### src/rtl/a2d_arb.sv
// Round-robin arbiter/sequencer sharing one A2D converter among NREQ requesters:
// grant, optional channel settle, start pulse, watchdog-bounded wait, one-hot result.
module a2d_arb #(
   parameter int NREQ       = 4,
   parameter int SETTLE_CYC = 32,
   parameter int TMO_CYC    = 1024
) (
   input  logic              clk,
   input  logic              rst_n,
   input  logic [NREQ-1:0]   req,
   input  logic [3*NREQ-1:0] req_chnnl,
   output logic [NREQ-1:0]   gnt,
   output logic [NREQ-1:0]   res_vld,
   output logic [11:0]       res,
   output logic              tmo_err,
   output logic              busy,
   output logic [2:0]        chnnl,
   output logic              start_conv,
   input  logic              cnv_cmplt,
   input  logic [11:0]       A2D_res
);

   localparam int PW = (NREQ > 1) ? $clog2(NREQ) : 1;
   localparam int SW = (SETTLE_CYC > 1) ? $clog2(SETTLE_CYC) : 1;
   localparam int TW = $clog2(TMO_CYC);

   typedef enum logic [2:0] {IDLE, SETTLE, START, WAIT, DONE} state_t;

   state_t          state, state_nx;
   logic [PW-1:0]   ptr, ptr_nx;
   logic [SW-1:0]   cnt, cnt_nx;
   logic [TW-1:0]   wdog, wdog_nx;
   logic            tmo, tmo_nx;
   logic            chnnl_vld, vld_nx;
   logic [NREQ-1:0] gnt_nx, res_vld_nx;
   logic [2:0]      chnnl_nx;
   logic [11:0]     res_nx;
   logic            tmo_err_nx, busy_nx, start_nx;

   logic            sel_hit;
   logic [PW-1:0]   sel_idx;
   logic [2:0]      sel_ch;

   // Walk from the highest offset down so the nearest set bit at or after ptr wins.
   always_comb begin
      sel_hit = 1'b0;
      sel_idx = '0;
      sel_ch  = '0;
      for (int k = NREQ-1; k >= 0; k--) begin
         if (req[(int'(ptr) + k) % NREQ]) begin
            sel_hit = 1'b1;
            sel_idx = PW'((int'(ptr) + k) % NREQ);
            sel_ch  = req_chnnl[3*((int'(ptr) + k) % NREQ) +: 3];
         end
      end
   end

   always_ff @(posedge clk or negedge rst_n) begin
      if (!rst_n) begin
         state      <= IDLE;
         ptr        <= '0;
         cnt        <= '0;
         wdog       <= '0;
         tmo        <= 1'b0;
         chnnl_vld  <= 1'b0;
         gnt        <= '0;
         chnnl      <= '0;
         res        <= '0;
         res_vld    <= '0;
         tmo_err    <= 1'b0;
         busy       <= 1'b0;
         start_conv <= 1'b0;
      end else begin
         state      <= state_nx;
         ptr        <= ptr_nx;
         cnt        <= cnt_nx;
         wdog       <= wdog_nx;
         tmo        <= tmo_nx;
         chnnl_vld  <= vld_nx;
         gnt        <= gnt_nx;
         chnnl      <= chnnl_nx;
         res        <= res_nx;
         res_vld    <= res_vld_nx;
         tmo_err    <= tmo_err_nx;
         busy       <= busy_nx;
         start_conv <= start_nx;
      end
   end

   always_comb begin
      state_nx = state;
      ptr_nx   = ptr;
      cnt_nx   = cnt;
      wdog_nx  = wdog;
      tmo_nx   = tmo;
      vld_nx   = chnnl_vld;
      gnt_nx   = gnt;
      chnnl_nx = chnnl;
      res_nx   = res;
      case (state)
         IDLE: if (sel_hit) begin
            gnt_nx          = '0;
            gnt_nx[sel_idx] = 1'b1;
            chnnl_nx        = sel_ch;
            ptr_nx          = PW'((int'(sel_idx) + 1) % NREQ);
            cnt_nx          = '0;
            // Mux already parked on this channel after a good conversion: no settle needed.
            if (SETTLE_CYC == 0 || (chnnl_vld && sel_ch == chnnl)) state_nx = START;
            else                                                   state_nx = SETTLE;
         end
         SETTLE: begin
            if (cnt == SW'(SETTLE_CYC-1)) state_nx = START;
            else                          cnt_nx   = cnt + 1'b1;
         end
         START: begin
            wdog_nx  = '0;
            state_nx = WAIT;
         end
         WAIT: begin
            if (cnv_cmplt) begin
               res_nx   = A2D_res;
               vld_nx   = 1'b1;
               tmo_nx   = 1'b0;
               state_nx = DONE;
            end else if (wdog == TW'(TMO_CYC-1)) begin
               res_nx   = '0;
               vld_nx   = 1'b0;
               tmo_nx   = 1'b1;
               state_nx = DONE;
            end else begin
               wdog_nx  = wdog + 1'b1;
            end
         end
         DONE: begin
            gnt_nx   = '0;
            state_nx = IDLE;
         end
         default: state_nx = IDLE;
      endcase
   end

   // Outputs are decoded from the next state so every port comes straight off a flop.
   always_comb begin
      start_nx   = (state_nx == START);
      busy_nx    = (state_nx != IDLE);
      res_vld_nx = (state_nx == DONE) ? gnt_nx : '0;
      tmo_err_nx = (state_nx == DONE) && tmo_nx;
   end

endmodule

### config.mk
export PLATFORM = sky130hd
export DESIGN_NAME = a2d_arb
export DESIGN_NICKNAME = d
export VERILOG_FILES = /design/src/rtl/a2d_arb.sv
export SDC_FILE = /design/constraint.sdc
export NUM_CORES = 1
export LEC_CHECK = 0
export ABC_AREA = 1
export CAP_MARGIN = 20
export CORE_UTILIZATION = 50
export CTS_BUF_LIST = sky130_fd_sc_hd__clkbuf_8
export DETAILED_ROUTE_END_ITERATION = 8
export PLACE_DENSITY = 0.84
export SYNTH_ARGS = -nofsm -noshare
export SYNTH_HDL_FRONTEND = slang
export SYNTH_SLANG_ARGS = --single-unit
### constraint.sdc
create_clock -name clk -period 2.9 [get_ports clk]
set_clock_uncertainty 0.05 [all_clocks]
set_input_delay 0.725 -clock clk [delete_from_list [all_inputs] [get_ports clk]]
set_output_delay 0.725 -clock clk [all_outputs]
set_load 0.05 [all_outputs]
# ---- After elaboration in Yosys (flattened, before gate mapping)
# Index checks and enable logic that the tools add are counted.
dict set report totals {
  input_bits 31
  memories 0
  ramBits 0
  mem_bits_ro 0
  latch_bits 0
  ff_bits 48
}
dict set report op_classes {
  n_lt_le_gt_ge 6
  div 0
  n_mul 4
  bitwise_logic 3
  muxes 47
  reduce_logical 15
  n_shift 4
  n_eq_ne 13
  n_addsub 6
}
# operator n
set op_table {}
lappend op_table {{$shiftx A12 B6 Y3} 3}
lappend op_table {{$mux W12} 2}
lappend op_table {{$mux W3} 8}
lappend op_table {{$mux W10} 2}
lappend op_table {{$pmux W10 S2} 1}
lappend op_table {{$mul A3 B3 Y6 const A} 3}
lappend op_table {{$mux W1} 17}
lappend op_table {{$lt A3 B4 Y1 const B} 3}
lappend op_table {{$pmux W3 S4} 1}
lappend op_table {{$shiftx A12 B5 Y3} 1}
lappend op_table {{$add A10 B1 Y10 const B} 1}
lappend op_table {{$eq A10 B10 Y1 const B} 1}
lappend op_table {{$mux W2} 5}
lappend op_table {{$mux W5} 2}
lappend op_table {{$pmux W5 S2} 1}
lappend op_table {{$eq A3 B2 Y1 const B} 3}
lappend op_table {{$bmux W1 S2} 4}
lappend op_table {{$mux W4} 2}
lappend op_table {{$ne A2 B2 Y1 const B} 4}
lappend op_table {{$pmux W4 S2} 1}
lappend op_table {{$eq A3 B3 Y1 const B} 2}
lappend op_table {{$lt A2 B3 Y1 const B} 2}
lappend op_table {{$reduce_and A3 Y1} 2}
lappend op_table {{$reduce_bool A2 Y1} 3}
lappend op_table {{other kinds (15)} 24}

# ---- Logic depth before layout (Yosys ltp)
dict set report logic_depth {
  ltp_word 17
  mapped_depth 27
  ltp_nobuf 22
}

# ---- Worst setup path after synthesis
# No wires, ideal clock.
dict set report synth_path {
  path_type {reg-to-reg}
  from {reg ptr[0]}
  to {reg busy}
  path_stages_with_launch 27
  synth_period_minus_slack_ns 2.720
  setup_slack_ns 0.180
  t_arrival_ns 2.539
  path_buffers 6
  t_required_ns 2.720
  cell_sequence {dfrtp_1 -> buf_6 -> inv_4 -> buf_8 -> buf_12 -> ha_1 -> buf_6 -> inv_4 -> buf_6 -> nand2_2 -> nand2_2 -> buf_6 -> nand2_1 -> nand3_1 -> nand2_1 -> a21oi_1 -> nor2_1 -> nand2_1 -> nand2_1 -> nand2_1 -> nand2_1 -> nor2_2 -> nand2_1 -> nand2_1 -> nand2_2 -> nor2_2 -> nand2_1}
}
dict set report synth_between {
  elab_chain_len 15
  word_cells_on_any_way 42
}
# item line
set synth_lines {}
lappend synth_lines {{start, declared} 30} ;# logic [PW-1:0] ptr, ptr_nx;
lappend synth_lines {{start signal, assigned} 75} ;# ptr <= ptr_nx;
lappend synth_lines {{$add A2 B2 Y2} {50, 53}}
lappend synth_lines {{$reduce_or A2 Y1 (no source line)} -}
lappend synth_lines {{$and A1 B1 Y1 (no source line)} -}
lappend synth_lines {{$mul A3 B3 Y6} 53} ;# sel_ch = req_chnnl[3*((int'(ptr) + k) % NREQ) +: 3];
lappend synth_lines {{$shiftx A12 B6 Y3} 53}
lappend synth_lines {{$mux W3 (4 in series)} 50} ;# if (req[(int'(ptr) + k) % NREQ]) begin
lappend synth_lines {{$eq A3 B3 Y1} 108} ;# if (SETTLE_CYC == 0 || (chnnl_vld && sel_ch == chnnl)) state_nx = START;
lappend synth_lines {{$logic_and A1 B1 Y1} 108}
lappend synth_lines {{$mux W2} 108}
lappend synth_lines {{$mux W3 *} 101} ;# IDLE: if (sel_hit) begin
lappend synth_lines {{$pmux W3 S4 *} 100} ;# case (state)
lappend synth_lines {{net state_nx[0]} 29} ;# state_t state, state_nx;
lappend synth_lines {{$reduce_bool A3 Y1 *} 145} ;# busy_nx = (state_nx != IDLE);
lappend synth_lines {{net busy_nx} 38} ;# logic tmo_err_nx, busy_nx, start_nx;
lappend synth_lines {{end signal, assigned} 85} ;# busy <= busy_nx;
lappend synth_lines {{end, declared} 16} ;# output logic busy,
# Mark *: on every way through the listed nets, which the timed path passes. The rest lies on a longest branch. The select of a mux whose other input is x is not followed.
# A chain may end at the register's enable or synchronous reset.

# ---- Worst setup path after layout
dict set report layout_path {
  from {in req[1]}
  to {reg ptr[1]}
}
dict set report layout_between {
  elab_chain_len 8
  word_cells_on_any_way 21
}
# item line
set layout_lines {}
lappend layout_lines {{start, declared} 10} ;# input logic [NREQ-1:0] req,
lappend layout_lines {{$bmux W1 S2} 50}
lappend layout_lines {{$mux W1 (implied by the code) (2 in series)} 50}
lappend layout_lines {{$mux W2 / $mux W1 (equally long branches) (4 in series)} 50}
lappend layout_lines {{$add A2 B1 Y2 / $reduce_and A2 Y1 (equally long branches)} -}
# Parallel ways exist; a longest one is shown, timed or not. The select of a mux whose other input is x is not followed.

==> summary.txt <==
GRT
  • First-pass GRT wire length: 13200 um
  • Initial antenna violation count: 0
  • Largest net degree at the start of global routing: 29
  • Vias in the first global route: 2890
  • GR Util All Layers: 26.0%
  • GRT overflow: 0

Worst hold path
  • Type of the worst min-delay path: primary input to async pin

Synthesis
  • Synth area leader: dfrtp_1
  • Synth Area in Simple Gates: 35.1%
  • Distinct cells, synth: 33
  • Post-synthesis compound-gate area fraction: 12.4%
  • FFs w/ async S/R, synth: 100%
  • Synth Net Count: 508
  • Top_reg_cell synth: dfrtp_1
  • Main combinational cell family by area after synthesis: simple AND/OR/NAND/NOR gates
  • Most common library cells after synthesis: 166 x nand2_1, 53 x inv_1, 48 x dfrtp_1, 41 x nand3_1, 31 x nor2_1
  • Post-synthesis mux area share: 0.307%
  • Most common cell in the netlist: nand2_1
  • Cell count after synthesis: 466
  • Adder-Cell Fraction of Synth Area: 4.22%
  • Synth top area share: 36.8%
  • Top post-synthesis cells by area: dfrtp_1 37%, nand2_1 19%, nand3_1 6.3%, inv_1 6.1%, ha_1 4.2%
  • Cell area after synthesis: 3260 um2
  • Mean Syn Cell Area: 7.00 um2
  • Post-Synth XOR/XNOR Area: 0.537%
  • Seq/Total Area, Yosys: 36.8%
  • Synthesis-stage register bit count: 48
  • Synth warnings: 0
  • Number of synthesized flops with an enable pin: 0

Setup path
  • Crit path capture type: flip-flop
  • Critical path peak fanout: 4
  • Register-to-Register Path Depth: 21
  • CP arrival: 2.82 ns
  • R2R Setup Slk: 0.29 ns
  • Crit path kind: primary input to flip-flop
  • Worst setup SP type: primary input
  • Critical R2R Launch: ptr[0]
  • Crit path required time: 3.05 ns
  • Reg2Reg Capture Point: busy
  • Crit. Startpoint: req[1]

Cells and area
  • Layout cell share with drive strength beyond 1: 10.0%
  • Register Area: 1200 um2
  • Multi-input gate area: 1720 um2
  • Layout net count: 572
  • Area Growth Syn to Fin: 22.4%
  • Filler cells: 577
  • Non-filler cells, final: 607
  • # diodes: 0

Pwr
  • VDD IR max: 0.730 mV
  • Leak: 0.00208 uW
  • P per Cell Area: 1230 nW/um2

Floorplan
  • Row cnt: 29
  • Die H: 82.8 um
  • Die ar.: 6850 um2
  • Ports: 57
  • Core Footprint: 6310 um2
  • Die W: 82.8 um
  • Initial Util: 51.6%

Routing
  • Vias/cell: 5.27
  • DRC Markers: 0
  • DR pass1 iterations: 5
  • Final wirelength: 8000 um
  • Post-DRT Antenna Nets: 0
  • Via count: 3197
  • Average wire per cell in the routed design: 13.2 um
  • DR iter-0 viols: 268

Timing
  • Period utilization: 92.1%
  • Final min period: 2.67 ns
  • Pins Over Slew Limit: 0
  • Slew @ Worst Pin: 0.606 ns
  • Fmax: 375 MHz
  • RSZ-0062 raised after global routing: no
  • Final hold violations: 0
  • Slew headroom: 59.6%
  • Final WS setup: 0.230 ns
  • Final-report setup violation count: 0

CTS
  • # resized after CTS: 0
  • CTS root buf: clkbuf_8
  • CTS tree: done
  • Post-CTS setup buffer count: 0
  • Worst-Skew Late Latency: 0.30 ns
  • H-Tree Depth: 2
  • Reg clk slew, reported paths: 0.09 ns
  • CTS buffer count: 5
  • Cts hold-fix bufs: 0
  • Clock Tree Buf Depth: 2
  • Clock sink total: 48

Placed design
  • Dpl ws: -0.0660 ns
  • DP Cell Count: 600
  • Routability cong.: 0.892
  • Dpl hpwl: 6230 um
  • I/O Buffers: 56

Outcome
  • Status: finished, final reports clean

Flow run
  • Max-cap violations: 0
-- routing by layer --
layer	GRT usage, %	wire length [um]	up-vias
li1	-	-	1606
met1	34.7	3640	1470
met2	42.0	3810	113
met3	5.16	485	8
met4	8.62	59	0
met5	0	0	-
-- registers in the layout (all words and copies together), names as in the netlist --
signal / flops
gnt: 4
state: 3
chnnl_vld: 1
tmo_err: 1
res: 12
res_vld: 4
cnt: 5
ptr: 2
tmo: 1
chnnl: 3
busy: 1
start_conv: 1
wdog: 10
-- worst max path at each step --
stage          slack (ns)  endpoint
2_1_floorplan        0.18      busy
6_report             0.23    ptr[1]
4_1_cts              0.21      busy
3_5_place_dp        -0.07    ptr[1]
3_3_place_gp         0.10      busy
5_1_grt              0.05      busy
-- metrics by stage --
step / setup TNS [ns] / utilization, % / hold slack (ns) / power [uW] / cell area [um2]
after global routing: 0 / 63.2 / 0.423 / 5380 / 3990
after floorplan: 0 / - / 0.379 / 3690 / 3260
after detailed placement: -0.0660 / 61.8 / 0.422 / 4510 / 3900
final: 0 / 63.2 / 0.375 / 4930 / 3990
after CTS: 0 / 63.1 / 0.388 / 4890 / 3990
after global placement: 0 / 61.8 / 0.415 / 4450 / 3900
-- area by class of cell --
cell class / count / share of cell area, %
repair buffers: 71 / 16.7
multi-input cells: 346 / 43.2
inverters: 58 / 5.58
flip-flops and latches: 48 / 30.1
clock inverters: 2 / 0.313
clock buffers: 5 / 1.72
well taps: 77 / 2.41
-- cell usage in the layout, fill, tap and decap left out, types with 4 or more instances in the layout --
cell type,synthesis,layout
a22o_1,14,14
inv_1,53,53
nor3_1,5,5
buf_4,2,15
nor2_1,31,31
and2_1,5,5
ha_1,11,11
a21oi_1,19,19
dfrtp_1,48,48
o211ai_1,4,4
nand2_1,166,165
nand3_1,41,41
clkbuf_8,0,5
nand2_2,16,16
clkdlybuf4s50_1,0,55
o21ai_0,17,17
nor2_2,4,4
-- cells by family after synthesis --
kind of cell,count (synthesis)
and+or+nand+nor,271
buffers and inverters,72
AOI/OAI and AO/OA,61
DFF,48
adders and majority gates,11
xor gates and xnor gates,2
muxes,1
-- power breakdown --
| part | switching (uW) | leakage [uW] | internal (uW) |
|---|---|---|---|
| registers | 132 | 0.000618 | 876 |
| clock network | 215 | 0.0000400 | 164 |
| logic | 2330 | 0.00142 | 1210 |
-- critical path, cell delays in order --
cell	delay, ns
clkdlybuf4s50_1	0.48
nand2_1	0.06
nand3_1	0.14
o21ai_4	0.09
inv_2	0.07
nor2_1	0.04
a211oi_1	0.17
a21oi_1	0.07
o21ai_0	0.37
inv_1	0.13
ha_1	0.29
o21ai_0	0.19
Power figures use the tool's default switching activity.
